===== src/rtl/l0mdt_buses_constants.sv =====
// ---------------------------------------------------------------------------
// l0mdt_buses_constants
// Shared L0MDT bus layout constants (MTC-to-SL word). This is the common
// package consumed across the trigger-path blocks; local blocks import it
// rather than redefining bus widths or field positions.
// ---------------------------------------------------------------------------
package l0mdt_buses_constants;

  // MTC-to-SL word: [31] valid flag, [30:0] payload.
  localparam int MTC2SL_LEN       = 32;
  localparam int MTC2SL_VALID_MSB = 31;
  localparam int MTC2SL_VALID_LSB = 31;
  localparam int MTC2SL_DATA_MSB  = 30;
  localparam int MTC2SL_DATA_LSB  = 0;

endpackage : l0mdt_buses_constants


===== src/rtl/mtc_sl_tx_buffer_pkg.sv =====
// ---------------------------------------------------------------------------
// mtc_sl_tx_buffer_pkg
// Block-local helpers for the MTC-to-SL transmit buffer. Bus constants come
// from l0mdt_buses_constants; only FIFO sizing helpers live here.
// ---------------------------------------------------------------------------
package mtc_sl_tx_buffer_pkg;

  import l0mdt_buses_constants::*;

  localparam int MTC_FIFO_MIN_DEPTH = 2;
  localparam int MTC_FIFO_MAX_DEPTH = 16;

  // Occupancy needs one extra bit over the pointer so that "full"
  // (count == depth) is distinguishable from "empty".
  function automatic int fifo_cnt_width(input int depth);
    return $clog2(depth) + 1;
  endfunction

endpackage : mtc_sl_tx_buffer_pkg


===== src/rtl/mtc_tx_fifo.sv =====
// ---------------------------------------------------------------------------
// mtc_tx_fifo
// One SL link transmit FIFO: storage, read/write pointers, occupancy count
// and a saturating overflow counter. First-word-fall-through: the head word
// is presented combinationally from the registered read pointer and count.
//
// Ports
//   clock     in   rising-edge clock
//   rst       in   asynchronous active-high reset
//   srst      in   synchronous active-high reset (overrides read/write)
//   wr_word   in   [WIDTH]   MTC word, MSB = valid/write request
//   rd_ready  in   transmitter accepts the head word this cycle
//   data      out  [WIDTH]   head word, zero when empty
//   valid     out  FIFO not empty
//   full      out  FIFO holds DEPTH entries
//   ovf_cnt   out  [OVF_CNT_WIDTH] saturating dropped-word count
// ---------------------------------------------------------------------------
module mtc_tx_fifo
  import mtc_sl_tx_buffer_pkg::*;
#(
  parameter int WIDTH         = l0mdt_buses_constants::MTC2SL_LEN,
  parameter int DEPTH         = 4,
  parameter int OVF_CNT_WIDTH = 8
) (
  input  logic                     clock,
  input  logic                     rst,
  input  logic                     srst,
  input  logic [WIDTH-1:0]         wr_word,
  input  logic                     rd_ready,
  output logic [WIDTH-1:0]         data,
  output logic                     valid,
  output logic                     full,
  output logic [OVF_CNT_WIDTH-1:0] ovf_cnt
);

  localparam int PTR_W = $clog2(DEPTH);
  localparam int CNT_W = fifo_cnt_width(DEPTH);

  logic [WIDTH-1:0]         mem [DEPTH];
  logic [PTR_W-1:0]         wr_ptr_reg;
  logic [PTR_W-1:0]         rd_ptr_reg;
  logic [CNT_W-1:0]         count_reg;
  logic [CNT_W-1:0]         count_next;
  logic [OVF_CNT_WIDTH-1:0] ovf_cnt_reg;

  logic wr_req;
  logic rd_en;
  logic wr_en;
  logic drop;

  assign valid  = (count_reg != '0);
  assign full   = (count_reg == CNT_W'(DEPTH));
  assign wr_req = wr_word[WIDTH-1];
  assign rd_en  = valid & rd_ready;
  // A read in the same cycle frees the head slot, so a full FIFO can still
  // accept; the new word lands in the slot being vacated.
  assign wr_en  = wr_req & (~full | rd_en);
  assign drop   = wr_req & full & ~rd_en;

  assign data    = valid ? mem[rd_ptr_reg] : '0;
  assign ovf_cnt = ovf_cnt_reg;

  always_comb begin
    count_next = count_reg;
    case ({wr_en, rd_en})
      2'b10:   count_next = count_reg + CNT_W'(1);
      2'b01:   count_next = count_reg - CNT_W'(1);
      default: count_next = count_reg;
    endcase
  end

  // Storage is not reset: data is masked to zero while empty.
  always_ff @(posedge clock) begin
    if (wr_en) begin
      mem[wr_ptr_reg] <= wr_word;
    end
  end

  always_ff @(posedge clock or posedge rst) begin
    if (rst) begin
      wr_ptr_reg  <= '0;
      rd_ptr_reg  <= '0;
      count_reg   <= '0;
      ovf_cnt_reg <= '0;
    end else if (srst) begin
      wr_ptr_reg  <= '0;
      rd_ptr_reg  <= '0;
      count_reg   <= '0;
      ovf_cnt_reg <= '0;
    end else begin
      if (wr_en) wr_ptr_reg <= wr_ptr_reg + PTR_W'(1);
      if (rd_en) rd_ptr_reg <= rd_ptr_reg + PTR_W'(1);
      count_reg <= count_next;
      if (drop && (ovf_cnt_reg != '1)) begin
        ovf_cnt_reg <= ovf_cnt_reg + OVF_CNT_WIDTH'(1);
      end
    end
  end

endmodule : mtc_tx_fifo


===== src/rtl/mtc_sl_tx_buffer.sv =====
// ---------------------------------------------------------------------------
// mtc_sl_tx_buffer
// Per-link transmit buffering between the MTC builder and the SL link
// transmitters. Each link gets an independent mtc_tx_fifo; this level only
// fans the link arrays out to those instances.
//
// Ports
//   clock       in   rising-edge clock
//   rst         in   asynchronous active-high reset
//   srst        in   synchronous active-high reset
//   mtc_in      in   [N_LINKS][MTC_WIDTH] MTC words, MSB = valid
//   link_ready  in   [N_LINKS] transmitter accepts head word
//   link_data   out  [N_LINKS][MTC_WIDTH] head word, zero when empty
//   link_valid  out  [N_LINKS] FIFO not empty
//   fifo_full   out  [N_LINKS] FIFO full
//   ovf_cnt     out  [N_LINKS][OVF_CNT_WIDTH] saturating drop counters
// ---------------------------------------------------------------------------
module mtc_sl_tx_buffer
  import mtc_sl_tx_buffer_pkg::*;
#(
  parameter int MTC_WIDTH     = l0mdt_buses_constants::MTC2SL_LEN,
  parameter int N_LINKS       = 3,
  parameter int FIFO_DEPTH    = 4,
  parameter int OVF_CNT_WIDTH = 8
) (
  input  logic                                   clock,
  input  logic                                   rst,
  input  logic                                   srst,
  input  logic [N_LINKS-1:0][MTC_WIDTH-1:0]      mtc_in,
  input  logic [N_LINKS-1:0]                     link_ready,
  output logic [N_LINKS-1:0][MTC_WIDTH-1:0]      link_data,
  output logic [N_LINKS-1:0]                     link_valid,
  output logic [N_LINKS-1:0]                     fifo_full,
  output logic [N_LINKS-1:0][OVF_CNT_WIDTH-1:0]  ovf_cnt
);

  for (genvar gi = 0; gi < N_LINKS; gi++) begin : g_link
    mtc_tx_fifo #(
      .WIDTH         (MTC_WIDTH),
      .DEPTH         (FIFO_DEPTH),
      .OVF_CNT_WIDTH (OVF_CNT_WIDTH)
    ) u_fifo (
      .clock    (clock),
      .rst      (rst),
      .srst     (srst),
      .wr_word  (mtc_in[gi]),
      .rd_ready (link_ready[gi]),
      .data     (link_data[gi]),
      .valid    (link_valid[gi]),
      .full     (fifo_full[gi]),
      .ovf_cnt  (ovf_cnt[gi])
    );
  end

endmodule : mtc_sl_tx_buffer


===== config.mk =====
export PLATFORM = sky130hd
export DESIGN_NAME = mtc_sl_tx_buffer
export DESIGN_NICKNAME = d
export VERILOG_FILES = /design/src/rtl/l0mdt_buses_constants.sv /design/src/rtl/mtc_sl_tx_buffer_pkg.sv /design/src/rtl/mtc_tx_fifo.sv /design/src/rtl/mtc_sl_tx_buffer.sv
export SDC_FILE = /design/constraint.sdc
export NUM_CORES = 1
export LEC_CHECK = 0
export BUFFER_PORTS_ARGS = -buffer_cell sky130_fd_sc_hd__buf_2
export CAP_MARGIN = 20
export CELL_PAD_IN_SITES_DETAIL_PLACEMENT = 1
export CELL_PAD_IN_SITES_GLOBAL_PLACEMENT = 1
export CORE_UTILIZATION = 49
export CTS_CLUSTER_DIAMETER = 100
export DETAILED_ROUTE_END_ITERATION = 10
export PLACE_DENSITY = 0.82
export SYNTH_ARGS = -nofsm -noshare
export SYNTH_HDL_FRONTEND = slang
export SYNTH_SLANG_ARGS = --single-unit

===== constraint.sdc =====
create_clock -name clock -period 3.3 [get_ports clock]
set_input_delay 0.165 -clock clock [delete_from_list [all_inputs] [get_ports clock]]
set_output_delay 0.165 -clock clock [all_outputs]
set_load 0.005 [all_outputs]

Yosys cells after proc, flatten, opt, wreduce, memory -nomap -nowiden. Memory sizes are Yosys's and may differ from the RTL's. Index checks and enable logic that the tools add are counted.

Memories: 3. RAM bits: 384. Word-level logic and storage cells: 114. Bits in registers: 45. Output and inout bits: 126. Input bits: 102.

Memory list: g_link[0].u_fifo.mem (words 4, bits a word 32, rd ports 1, clocked after memory_dff 0, write ports 1, line mtc_tx_fifo.sv:39) `logic [WIDTH-1:0] mem [DEPTH];`; g_link[1].u_fifo.mem (words 4, bits a word 32, rd ports 1, clocked after memory_dff 0, write ports 1, line mtc_tx_fifo.sv:39); g_link[2].u_fifo.mem (words 4, bits a word 32, rd ports 1, clocked after memory_dff 0, write ports 1, line mtc_tx_fifo.sv:39).

Mux-type cells: 33. Bitwise operators: 21. Equal/unequal tests: 12. Reductions and logical operators: 18. $add $sub $neg: 15.

Operators with widths (count): $mux W32 (3); $mux W8 (6); $add A8 B1 Y8 const B (3); $mux W2 (12); $ne A8 B8 Y1 const B (3); $pmux W3 S2 (3); $reduce_bool A2 Y1 (9); $reduce_bool A3 Y1 (6); $add A2 B1 Y2 const B (6); $and A1 B1 Y1 (12); $add A3 B1 Y3 const B (3); $eq A3 B3 Y1 const B (3); $mux W3 (3); $sub A3 B1 Y3 const B (3); $eq A2 B1 Y1 const B (3); $eq A2 B2 Y1 const B (3); $mux W1 (6); $not A1 Y1 (6); $logic_and A1 B1 Y1 (3); $or A1 B1 Y1 (3).

Depth between registers and ports, before layout.
Depth after elaboration: 7. Gate-level depth with buffers: 10. Depth with buffers taken out: 8.

Modules after synthesis. From an unflattened synthesis, not the netlist that was laid out.

Cell total of the unflattened synthesis: 918. Area, all modules: 17339.1 um2.

Modules (own cells, without submodules): mtc_tx_fifo (g_link[0].u_fifo ...) (times used 2, area an instance 5780.5 um2, sequential area each 4219.0 um2, cells an instance 306); mtc_tx_fifo (g_link[2].u_fifo) (times used 1, area an instance 5778.0 um2, sequential area each 4219.0 um2, cells an instance 306).

Worst setup path after synthesis. No wires, ideal clock.

Kind: reg2reg. Start: register g_link[1].u_fifo.count_reg[0]. End: register g_link[1].u_fifo.count_reg[2]. Data arrival time: 2.382 ns. Stages on the path, launching flop included: 9. Clock period less this slack: 2.460 ns. Setup slack: 0.840 ns. Data required time: 3.222 ns. Setup time: 0.078 ns. Buffers on the path: 1. Cell sequence: dfrtp_1 -> or3_1 -> clkbuf_1 -> nor2b_1 -> fa_1 -> or3b_2 -> o21ai_0 -> nand2b_1 -> a21oi_1.

Cells in the longest elaborated chain, start to end: 7. Elaborated cells between the ends (all ways): 13. Classes of those cells: 2 x add/sub; 3 x eq/ne; 2 x mux; 4 x bitwise; 2 x reduce/logical.

Ends and longest elaborated chain: start, declared (line mtc_tx_fifo.sv:42) `logic [CNT_W-1:0] count_reg;`; start signal, assigned (line mtc_tx_fifo.sv:93) `count_reg <= count_next;`; $reduce_bool A3 Y1 / $eq A3 B3 Y1 (equally long branches) (line mtc_tx_fifo.sv:51, mtc_tx_fifo.sv:52); $and A1 B1 Y1 / $not A1 Y1 (equally long branches) (line mtc_tx_fifo.sv:54, mtc_tx_fifo.sv:57); $or A1 B1 Y1 (line mtc_tx_fifo.sv:57) `assign wr_en = wr_req & (~full | rd_en);`; $and A1 B1 Y1 (line mtc_tx_fifo.sv:57); $eq A2 B1 Y1 / $eq A2 B2 Y1 (equally long branches) (line mtc_tx_fifo.sv:65) `case ({wr_en, rd_en})`; $pmux W3 S2 (line mtc_tx_fifo.sv:65); $mux W3 (line mtc_tx_fifo.sv:85) `end else if (srst) begin`.

Several ways; a longest one is shown, not always the timed one. A chain may end at the register's enable or synchronous reset.

==> metrics.txt <==
run status=finished clean; via count=9686; number of synthesized flops with an enable pin=384; CTS tree=built; initial DRC count=463; Worst Path Required=3130 ps; setup TNS=0 ps; drt first pass iters=5; Arrival @ worst endpoint=2530 ps; first-pass GRT wire length=62700 um; clock transition at the registers of the reported paths=60 ps; worst vdd ir=0.759 mV; H-Tree Depth=2; area leader, netlist=edfxtp_1; register area share after synthesis=72.8%; async set-reset flop share out of synthesis=10.5%; Final Skew=20.2 ps; share of cells above drive strength 1=32.7%; Yosys reg bits=429; Mean Syn Cell Area=18.8 um2; gr usage total=23.2%; Pwr Density=620 nW/um2; vias in the first global route=10835; Final Hold Viols=0; max reg flops=384; Final Setup Violations=0; Cell Area, Synth=17400 um2; Port Buf Inserts=227; row cnt=68; Worst Tran Pin Value=968 ps; Remaining DRCs=0; syn_nets=1045; Initial Util=50.1%; synth warn=0; Final #Nets=1384; top-count cell post-synth=edfxtp_1; Tcrit/Tclk final=81.5%; drt total wl=41000 um; Setup Crit Path Kind=flip-flop to output port; core area=34700 um2; final antenna-violating net count=0; Main synth FF type=edfxtp_1; post-cts resize count=0; gr ovfl total=0; slowest stage delay, CP=790 ps; chip height=190 um; HPWL Detailed=24200 um; Critical Path, Cell by Cell=buf_12, mux4_2, and2_1, buf_2; final worst slack=609 ps; die width=190 um; Final Max Slew Viols=0; CP top delay family=flip-flops; Clock Latency Late Sink=570 ps; CP Capture Type=output port; leakage power=7.87 nW; TritonCTS buffer count=46; max-cap violations=0; synth top area cells=edfxtp_1, mux4_2, dfrtp_1; HP Class=input pin to flip-flop; pre-CTS setup slack=832 ps; number of vias per cell=5.51; Clock Sinks=429; largest net degree at the start of global routing=46; RSZ-0062 raised after global routing=no; cells after synthesis=925; synth cell count leaders=edfxtp_1, and2_1, mux4_2, dfrtp_1, nor2_1; Final GP Congestion=0.731; maximum root-to-sink buffer count=3; WL per Instance=23.3 um; I/O pins=228; initial antenna violation count=4; Die ar.=36300 um2; Rel. slew slack=35.4%; crit path time final=2690 ps; number of library cell types mapped by synthesis=60; crit path launch type=flip-flop; Buf+Inv Stages, Crit Path=2; slowest CP cell=dfrtp_2; Max Freq=372 MHz; CTS root buffer=clkbuf_16; top cell type's share of synthesized area=66.3%; Area Growth Syn to Fin=23.6%; crit path max fanout=18
power by group:
part           switching, mW  leakage (nW)  internal, mW
sequential             0.179          4.14          6.23
clock                   2.14         0.725          2.93
combinational          0.918          3.01         0.928
total                   3.23          7.87          10.1
final cells by class:
cell class	instances	area [um2]
clock buffers	52	1190
well taps	455	569
fillers	3079	13200
flip-flops and latches	429	12700
inverters	13	48.8
repair buffers	347	2320
multi-input cells	427	4420
diodes	3	7.51
clock inverters	33	284
final timing paths:
path                                                      from                             end  slack, ps  cells after the start
worst min-delay path                                mtc_in[95]     g_link[2].u_fifo.mem[3][31]         50                      1
worst max-delay path            g_link[0].u_fifo.rd_ptr_reg[0]                    link_data[9]        610                      4
worst min register to register     g_link[0].u_fifo.ovf_cnt[3]     g_link[0].u_fifo.ovf_cnt[3]        570                      1
max in group asynchronous                                  rst  g_link[0].u_fifo.rd_ptr_reg[0]       2270                      4
min in group asynchronous                                  rst     g_link[0].u_fifo.ovf_cnt[0]        360                      3
worst max register to register   g_link[2].u_fifo.count_reg[1]   g_link[2].u_fifo.count_reg[2]        650                      7
cells in the final DEF (no fill, tap or decap), types with 3 or more instances in the layout:
cell type      netlist  final
buf_2               15    227
clkbuf_1            31      5
dfrtp_2              0      3
edfxtp_1           384    384
nor2_1              35     35
ha_1                15     15
nand3_1             15     15
inv_1               13     12
nor3_1               5      5
a31oi_1              6      6
mux2i_1              5      5
or3_1                6      6
clkinv_1             0     13
fa_1                 3      3
o21ai_0             13     13
nand2_1             11     11
a311oi_1             3      3
clkbuf_16            0     47
and3_1               8      8
diode_2              0      3
a211oi_1             3      3
dfrtp_1             45     42
buf_4                6     19
nand4_1              3      3
buf_12               0      3
clkinv_2             0      9
and2_1             112    112
nor2b_1              4      4
dlygate4sd3_1        0     98
mux4_2              96     96
bufinv_16            0      4
o2111ai_1            4      4
xnor2_1              4      4
nand2b_1             6      6
a21oi_1             20     20
xor2_1              15     15
routing by layer:
metal,GRT usage (%),wire [um]
met3,5.83,2630
met4,7.45,917
met2,41.2,21400
met5,0,13
met1,27.6,16100
what timing repair did:
action | 4_1_cts | 5_1_grt
setup buffers | 0 | 0
hold buffers | 98 | 0
hold endpoints to repair | 419 | 0
kinds of logic (layout without fill, tap and decap cells):
| logic type | Yosys count | after routing | synth area share (%) |
|---|---|---|---|
| and+or+nand+nor | 221 | 221 | 7.60 |
| xor gates and xnor gates | 19 | 19 | 0.957 |
| other | 0 | 3 | 0 |
| adders and majority gates | 18 | 18 | 1.42 |
| muxes | 102 | 102 | 12.8 |
| buffers and inverters | 69 | 445 | 1.83 |
| DFF | 429 | 429 | 72.8 |
| AOI/OAI and AO/OA | 67 | 67 | 2.64 |
through the flow:
step                      instance area [um2]  instances  utilization, %  hold WS (ps)  total power, mW
final                                   21500       1759            61.9          47.8             13.3
after floorplan                         17400        925               -           264             7.54
after detailed placement                19000       1573            54.8           383             8.28
after global routing                    21500       1758            61.9          29.7             13.8
after CTS                               21500       1756            61.9          2.67             13.4
after global placement                  19000       1573            54.8           376             8.17
Note: power is estimated with default switching activity, not from simulation.
